### src/rtl/hazard_control_unit.sv
// ---------------------------------------------------------------------------
// hazard_control_unit
//
// Pipeline hazard controller for a five-stage in-order core. It detects
// load-use hazards between ID/EX and IF/ID, and squashes wrong-path fetches
// after a taken branch (two-cycle penalty). It also freezes the front of the
// pipeline while a data-memory access is outstanding.
//
// The controller is a small FSM (RUN / MEM_WAIT / FLUSH). It has one extra
// bit, flush_pending, which remembers a taken branch that coincided with a
// memory stall, so the second wrong-path fetch is squashed once memory is
// ready. The outputs are combinational from the current state and the
// inputs, so the pipeline sees the response in the same cycle.
//
// Optional feature (macro HAZARD_STATS_EN): a saturating 16-bit counter of
// cycles in which the PC was held. When the macro is undefined, the port and
// the counter are absent.
//
// Ports
//   clk            pipeline clock, rising-edge active
//   rst_n          asynchronous active-low reset
//   PR2_MEM_read   ID/EX instruction is a load
//   PR2_rd         ID/EX destination register
//   PR1_rs/PR1_rt  IF/ID source registers
//   PR1_uses_rt    IF/ID instruction reads rt
//   branch_taken   branch resolved taken in EX this cycle
//   mem_req        EX/MEM instruction accesses data memory
//   mem_ready      data memory completes the access this cycle
//   PC_write_en, PR1_write_en, PR3_write_en   stage advance enables
//   PR1_flush, PR2_flush                      bubble into IF/ID, ID/EX
//   PR4_bubble     bubble into MEM/WB (register write suppressed)
//   stall_count    held-PC cycle counter (HAZARD_STATS_EN only)
// ---------------------------------------------------------------------------
module hazard_control_unit (
    input  logic       clk,
    input  logic       rst_n,
    input  logic       PR2_MEM_read,
    input  logic [2:0] PR2_rd,
    input  logic [2:0] PR1_rs,
    input  logic [2:0] PR1_rt,
    input  logic       PR1_uses_rt,
    input  logic       branch_taken,
    input  logic       mem_req,
    input  logic       mem_ready,
    output logic       PC_write_en,
    output logic       PR1_write_en,
    output logic       PR3_write_en,
    output logic       PR1_flush,
    output logic       PR2_flush,
    output logic       PR4_bubble
`ifdef HAZARD_STATS_EN
    ,
    output logic [15:0] stall_count
`endif
);

    typedef enum logic [1:0] {
        RUN      = 2'd0,
        MEM_WAIT = 2'd1,
        FLUSH    = 2'd2
    } state_t;

    state_t state, state_next;
    logic   flush_pending, flush_pending_next;
    logic   load_use, mem_stall;

    // Register 0 is hardwired to zero, so a load into r0 never creates a hazard.
    assign load_use  = PR2_MEM_read && (PR2_rd != 3'd0) &&
                       ((PR2_rd == PR1_rs) || (PR1_uses_rt && (PR2_rd == PR1_rt)));
    assign mem_stall = mem_req && !mem_ready;

    always_comb begin
        // NOTE: every signal gets a default first so no path leaves it unassigned;
        // without that, synthesis would infer a latch.
        state_next         = state;
        flush_pending_next = flush_pending;
        PC_write_en        = 1'b1;
        PR1_write_en       = 1'b1;
        PR3_write_en       = 1'b1;
        PR1_flush          = 1'b0;
        PR2_flush          = 1'b0;
        PR4_bubble         = 1'b0;

        case (state)
            RUN: begin
                if (mem_stall) begin
                    PC_write_en        = 1'b0;
                    PR1_write_en       = 1'b0;
                    PR3_write_en       = 1'b0;
                    PR4_bubble         = 1'b1;
                    state_next         = MEM_WAIT;
                    // A branch that resolves under a memory stall still owes
                    // one wrong-path squash after the stall clears.
                    flush_pending_next = branch_taken;
                end else if (branch_taken) begin
                    PR1_flush  = 1'b1;
                    PR2_flush  = 1'b1;
                    state_next = FLUSH;
                end else if (load_use) begin
                    PC_write_en  = 1'b0;
                    PR1_write_en = 1'b0;
                    PR2_flush    = 1'b1;
                end
            end

            MEM_WAIT: begin
                if (!mem_ready) begin
                    PC_write_en  = 1'b0;
                    PR1_write_en = 1'b0;
                    PR3_write_en = 1'b0;
                    PR4_bubble   = 1'b1;
                end else begin
                    state_next         = flush_pending ? FLUSH : RUN;
                    flush_pending_next = 1'b0;
                end
            end

            FLUSH: begin
                PR1_flush  = 1'b1;
                state_next = RUN;
                if (mem_stall) begin
                    PC_write_en        = 1'b0;
                    PR1_write_en       = 1'b0;
                    PR3_write_en       = 1'b0;
                    PR4_bubble         = 1'b1;
                    state_next         = MEM_WAIT;
                    flush_pending_next = 1'b0;
                end
            end

            default: begin
                state_next         = RUN;
                flush_pending_next = 1'b0;
            end
        endcase

        // While reset is held, the pipeline is frozen and every stage is
        // bubbled. This does not wait for a clock edge.
        if (!rst_n) begin
            PC_write_en  = 1'b0;
            PR1_write_en = 1'b0;
            PR3_write_en = 1'b0;
            PR1_flush    = 1'b1;
            PR2_flush    = 1'b1;
            PR4_bubble   = 1'b1;
        end
    end

    // NOTE: sequential state uses non-blocking assignments, so all registers
    // update together from values taken before the edge.
    always_ff @(posedge clk or negedge rst_n) begin
        if (!rst_n) begin
            state         <= RUN;
            flush_pending <= 1'b0;
        end else begin
            state         <= state_next;
            flush_pending <= flush_pending_next;
        end
    end

`ifdef HAZARD_STATS_EN
    always_ff @(posedge clk or negedge rst_n) begin
        if (!rst_n) begin
            stall_count <= 16'd0;
        end else if (!PC_write_en && (stall_count != 16'hFFFF)) begin
            stall_count <= stall_count + 16'd1;
        end
    end
`endif

endmodule

### config.mk
export PLATFORM = sky130hd
export DESIGN_NAME = hazard_control_unit
export DESIGN_NICKNAME = d
export VERILOG_FILES = /design/src/rtl/hazard_control_unit.sv
export SDC_FILE = /design/constraint.sdc
export NUM_CORES = 1
export LEC_CHECK = 0
export ABC_CLOCK_PERIOD_IN_PS = 2600
export BUFFER_PORTS_ARGS = -buffer_cell sky130_fd_sc_hd__buf_2
export CAP_MARGIN = 5
export CORE_AREA = 2 2 39 41
export DETAILED_ROUTE_END_ITERATION = 12
export DIE_AREA = 0 0 41 43
export HOLD_SLACK_MARGIN = 0.05
export MAX_ROUTING_LAYER = met4
export PLACE_DENSITY = 0.59
export SLEW_MARGIN = 5
export SYNTH_ARGS = -nofsm -noshare
export SYNTH_HDL_FRONTEND = slang
export SYNTH_SLANG_ARGS = --single-unit
### constraint.sdc
create_clock -name clk -period 2.6 [get_ports clk]
set_clock_uncertainty 0.15 [all_clocks]
set_input_delay 0.13 -clock clk [delete_from_list [all_inputs] [get_ports clk]]
set_output_delay 0.13 -clock clk [all_outputs]
set_load 0.01 [all_outputs]
==> results_dict.tcl, run 1 <==
set metrics [dict create \
    cts_buffers 3 \
    crit_type "in2out" \
    die_h_um 43 \
    critPathArrivalTime_ns 1.64 \
    hold_viol 0 \
    antenna_found_initial 0 \
    core_region_area_um2 1380 \
    min_period_over_period_pct 73.8 \
    gp_congestion 0.751 \
    finalCriticalPeriod_ns 1.92 \
    layout.nets 82 \
    yosys_warnings 0 \
    p_leak_uw 0.000225 \
    syn_inst 39 \
    hp-class "in2async" \
    slew_headroom_pct 81.6 \
    drt-total-wl_um 801 \
    worst_setup_path_end_kind "primary output" \
    start_kind "input port" \
    drc 0 \
    cp_data_required_time_ns 2.32 \
    yosysTopAreaCellShare_pct 25.1 \
    tightest_slew_ns 0.273 \
    hold_buffers 3 \
    rsz0062_at_grt "false" \
    max_freq_ghz 0.521 \
    cts_tree "built" \
    synth_seq_cells 3 \
    dieArea_um2 1760 \
    ys_seq_area_share_pct 25.1 \
    fill_cells 155 \
    power_density_nw_per_um2 456 \
    yosys-top-cells-area "dfrtp_1, xor2_1, nor2_1, a21oi_1, nand2b_1" \
    clk_latency_ns 0.24 \
    place_hpwl_um 606 \
    cts.sinks 3 \
    cts-resized-gates 0 \
    antenna_cells 0 \
    layout-drive-gt1-share_pct 36.9 \
    start_util_pct 21.6 \
    yosysTopAreaCell "dfrtp_1" \
    grt_pass1_wl_um 1270 \
    reg2reg_slack_ns 0.95 \
    maxSlewViolCount 0 \
    cp_max_fo 6 \
    synth_cell_types 20 \
    status "finished clean" \
    r2r_end "state[0]" \
    wl_per_cell_um 9.89 \
    rr_worst_depth 3 \
    hold_ws_ns 0.0817 \
    htreeDepth 1 \
    grt_usage_pct 10.4 \
    setup-tns-final_ns 0 \
    syn_area_per_cell_um2 7.67 \
    dr.pass1.iters 4 \
    cts.clk_slew.worst_paths_ns 0.05 \
    clk_path_buf_depth 2 \
    first_iter_violations 1 \
    worstReg2RegStart "state[0]" \
    area_growth_pct 56.5 \
    ir_worst_vdd_mv 0.148 \
    drtAntennaViolNets 0 \
    placementRows 14 \
    overflow 0 \
    syn_area_um2 299 \
    syn_nets 55 \
    setup_violations 0 \
    num_vias 361 \
    post_cts_buffers 0 \
    io_buffers 21 \
    avgViaCountPerCell 4.46 \
    maxCapViolCount 0 \
    die-width_um 41 \
    grt_start_max_net_pins 11 \
    pin_count 22 \
    root_buffer "clkbuf_4" \
    grt_pass1_vias 332 \
]
==> cell usage after synthesis <==
library cell and count:
nand2_1 2, a32oi_1 1, or4_1 1, xor2_1 5, xnor2_1 1, buf_4 1, buf_2 1, dfrtp_1 3
a31oi_1 1, o21ai_0 1, o31ai_1 2, inv_1 1, o41a_1 1, nor3_1 1, a21oi_1 4, nand2b_1 3
nor2_1 6, nand3b_1 1, o211ai_1 1, nor2b_1 2
==> cells by family after synthesis <==
| kind of cell | share of synthesized area [%] |
|---|---|
| AND/OR/NAND/NOR | 27.2 |
| AO/OA/AOI/OAI | 24.7 |
| XOR/XNOR | 17.6 |
| flip-flops | 25.1 |
| buffers and inverters | 5.44 |
==> where the power goes <==
group	leakage (µW)	internal, µW	total (µW)	switching (µW)
clock	0.0000150	57.8	86.7	28.8
sequential	0.0000391	52.0	59.5	7.49
combinational	0.000171	34.4	67.1	32.7
total	0.000225	144	213	69.0
==> placed cells by master, fill, tap and decap left out, types with 2 or more instances in the layout <==
cell type and instances:
nor2b_1 2, a21oi_1 4, dfrtp_1 3, buf_2 21
o31ai_1 2, nand2_1 2, clkbuf_4 3, dlygate4sd3_1 3
nor2_1 6, nand2b_1 3, xor2_1 5
==> worst max-delay path: stages <==
cell and delay [ns]:
dlygate4sd3_1 0.52, buf_2 0.16, nor2b_1 0.06, or4_1 0.46
o211ai_1 0.16, buf_2 0.15
==> flip-flops by register name, summed over array words and instances, names as in the netlist <==
signal / cells
state: 2
flush_pending: 1
==> metal layers <==
metal	track usage, %	routed length (µm)	vias up
li1	-	-	189
met3	1.57	76	0
met4	4.00	0	0
met2	16.3	372	20
met1	12.9	353	152
met5	-	0	-
==> layout make-up <==
class	instances	area (µm²)	share of cell area, %
flip-flops and latches	3	75.1	16.0
repair buffers	24	135	28.9
inverters	1	3.75	0.802
multi-input cells	33	208	44.4
well taps	16	20.0	4.28
clock buffers	4	26.3	5.61
==> through the flow <==
step | utilization, % | setup slack [ns] | cell area [µm²] | total power (µW) | instances
floorplan | - | 1.02 | 299 | 95.4 | 39
global placement | 29.7 | 1.04 | 412 | 123 | 74
detailed placement | 29.7 | 1.04 | 412 | 123 | 74
CTS | 33.8 | 0.686 | 468 | 217 | 81
global route | 33.8 | 0.566 | 468 | 231 | 81
finish | 33.8 | 0.681 | 468 | 213 | 81
==> worst max-delay path by stage <==
stage / cells after the start / slack (ns) / from / to
6_report: 6 / 0.68 / mem_ready / PR2_flush
5_1_grt: 6 / 0.57 / mem_ready / PR2_flush
4_1_cts: 6 / 0.69 / mem_ready / PR2_flush
3_5_place_dp: 3 / 1.04 / state[0] / PR2_flush
3_3_place_gp: 3 / 1.04 / state[0] / PR2_flush
2_1_floorplan: 6 / 1.02 / state[0] / PR1_write_en
No activity file was read; power rests on OpenSTA's default activity.
==> run 2: changes to the inputs <==
--- a/config.mk
+++ b/config.mk
@@ -5,7 +5,8 @@
 export SDC_FILE = /design/constraint.sdc
 export NUM_CORES = 1
 export LEC_CHECK = 0
-export ABC_CLOCK_PERIOD_IN_PS = 2600
+export ABC_AREA = 1
+export ABC_CLOCK_PERIOD_IN_PS = 1920
 export BUFFER_PORTS_ARGS = -buffer_cell sky130_fd_sc_hd__buf_2
 export CAP_MARGIN = 5
 export CORE_AREA = 2 2 39 41
@@ -13,7 +14,7 @@
 export DIE_AREA = 0 0 41 43
 export HOLD_SLACK_MARGIN = 0.05
 export MAX_ROUTING_LAYER = met4
-export PLACE_DENSITY = 0.59
+export PLACE_DENSITY = 0.64
 export SLEW_MARGIN = 5
 export SYNTH_ARGS = -nofsm -noshare
 export SYNTH_HDL_FRONTEND = slang
==> constraint.sdc (replaced) <==
create_clock -name clk -period 1.92 [get_ports clk]
set_clock_uncertainty 0.15 [all_clocks]
set_input_delay 0.096 -clock clk [delete_from_list [all_inputs] [get_ports clk]]
set_output_delay 0.096 -clock clk [all_outputs]
set_load 0.01 [all_outputs]
==> run 2 against run 1 <==
Compared with the run above:
- hold slack got worse by 0.022 ns
- flip-flop and latch count did not move
- synthesized area grew 22%
- die area is the same
- critical path type is now reg2out
- highest routed layer is now met4
==> results_dict.tcl, run 2 <==
set metrics [dict create \
    status "finished clean" \
    intPower_uw 243 \
    area_growth_pct 42.1 \
    antenna_cells 0 \
    antenna_found_initial 0 \
    placementRows 14 \
    ir_worst_vdd_mv 0.238 \
    p_leak_uw 0.000318 \
    top_register "state" \
    tightest_slew_ns 0.233 \
    cp_cell_sequence "inv_2 -> nand2_2 -> nor2_2 -> nand2_1 -> a21oi_2 -> buf_2" \
    grt_pass1_wl_um 1500 \
    cts_tree "built" \
    cp.depth 6 \
    maxCapViolCount 0 \
    yosysTopAreaCell "dfrtp_1" \
    wl_per_cell_um 8.46 \
    drc 0 \
    start_util_pct 26.4 \
    power.total_uw 408 \
    largest_reg_flops 2 \
    grt_pass1_vias 394 \
    core_region_area_um2 1380 \
    die_h_um 43 \
    p_comb_share_pct 46.3 \
    synth.most_common_cell "nand2_1" \
    overflow 0 \
    yosys_warnings 0 \
    dr.pass1.iters 4 \
    cts.clk_slew.worst_paths_ns 0.04 \
    clk_path_buf_depth 2 \
    worstReg2RegStart "state[0]" \
    power_density_nw_per_um2 786 \
    grt_usage_pct 13.6 \
    synthFlopType "dfrtp_1" \
    cp_data_required_time_ns 1.67 \
    root_buffer "clkbuf_4" \
    dieArea_um2 1760 \
    drtAntennaViolNets 0 \
    layout-drive-gt1-share_pct 41.6 \
    grt_start_max_net_pins 7 \
    drt-total-wl_um 888 \
    cts.sinks 3 \
    slowest_delay_ns 0.43 \
    synthArstFlopShare_pct 100 \
    final_common_cell "buf_2" \
    io_buffers 21 \
    synth_cell_types 18 \
    rsz0062_at_grt "false" \
    syn_inst 64 \
    start_kind "flop" \
    hold_viol 0 \
    switching_share_pct 40.5 \
    cp_max_fo 6 \
    power_frac_seq_pct 26.6 \
    p_sw_uw 165 \
    synth_commonest_cells "nand2_1, inv_1, inv_2, nand3_1, nor2_1" \
    cp_num_buf_inv 2 \
    slew_headroom_pct 84.5 \
    pin_count 22 \
    num_vias 461 \
    setup-tns-final_ns 0 \
    cts-resized-gates 0 \
    place_hpwl_um 736 \
    critical_path.top_delay_family "flip-flops" \
    finalCriticalPeriod_ns 1.54 \
    maxSlewViolCount 0 \
    syn_area_um2 365 \
    setup_violations 0 \
    syn_nets 80 \
    critPathArrivalTime_ns 1.29 \
    crit_slowest_cell "dfrtp_1" \
    synth_seq_cells 3 \
    max_freq_ghz 0.650 \
    yosysTopAreaCellShare_pct 20.5 \
    layout.nets 106 \
    worst_setup_path_end_kind "primary output" \
    gp_congestion 0.746 \
    rr_worst_depth 6 \
    fin_util_pct 37.5 \
    synth-edff-count 0 \
    min_period_over_period_pct 80.2 \
    die-width_um 41 \
    crit_type "reg2out" \
    syn_area_per_cell_um2 5.71 \
    clk_latency_ns 0.23 \
    final_cell_mix "buf_2, nand2_1, inv_1, inv_2, nand3_1" \
    r2r_end "state[1]" \
    htreeDepth 1 \
    avgViaCountPerCell 4.39 \
    largest_registers "state x2, flush_pending x1" \
    pwr-share-clk_pct 27.1 \
    hold_ws_ns 0.0597 \
    cts_buffers 3 \
    yosys-top-cells-area "dfrtp_1, nand2_1, inv_1, nand3_1, inv_2" \
    ys_seq_area_share_pct 20.5 \
    hp-class "in2async" \
    reg2reg_slack_ns 0.72 \
    first_iter_violations 7 \
]
[run 2: through the flow]
step | cell area, µm² | std cells | worst slack, ns
finish | 519 | 105 | 0.381
floorplan | 365 | 64 | 0.613
detailed placement | 483 | 100 | 0.638
global route | 519 | 105 | 0.246
global placement | 483 | 100 | 0.683
CTS | 519 | 105 | 0.375
[run 2: repair_timing]
item | 4_1_cts | 5_1_grt
endpoints found under the hold margin | 3 | 0
hold buffers | 1 | 0
buffers inserted | 0 | 0
[run 2: power by group through the flow]
stage	Clock [µW]	Combinational [µW]	Sequential, µW
final	110	189	109
after global routing	128	219	111
after detailed placement	0	188	108
after CTS	118	190	107
after floorplan	0	135	103
after global placement	0	184	108
[run 2: area by class of cell]
| cell class | instances | area (µm²) |
|---|---|---|
| multi-input combinational | 43 | 219 |
| fill | 150 | 865 |
| timing repair buffer | 22 | 115 |
| sequential | 3 | 75.1 |
| clock buffer | 4 | 26.3 |
| inverter | 17 | 63.8 |
| tap | 16 | 20.0 |
[run 2: worst reg2reg max path, cell delays in order, from the launching register on]
cell     delay, ns
dfrtp_1       0.43
inv_2         0.10
nand2_2       0.07
nor2_2        0.11
inv_2         0.06
o21ai_1       0.11
a21oi_1       0.05
[run 2: cells by family (layout without fill, tap and decap cells)]
group | Yosys count | in the layout | synth area share, %
compound gates | 10 | 10 | 17.8
xor+xnor | 1 | 1 | 2.40
buf+inv | 18 | 43 | 19.5
flops | 3 | 3 | 20.5
simple gates | 32 | 32 | 39.7
[run 2: how the worst max path moves through the flow]
stage	endpoint	startpoint	slack (ns)
floorplan	PR1_write_en	state[0]	0.61
global placement	PC_write_en	state[0]	0.68
detailed placement	PR1_write_en	state[0]	0.64
CTS	PR1_write_en	state[0]	0.38
global route	PC_write_en	state[0]	0.25
finish	PC_write_en	state[0]	0.38
[run 2: routing by layer]
metal | vias to the layer above | track usage, % | wire, µm
li1 | 248 | - | -
met1 | 188 | 13.8 | 361
met2 | 23 | 19.4 | 426
met3 | 2 | 6.28 | 86
met4 | 0 | 10.0 | 14
met5 | - | - | 0
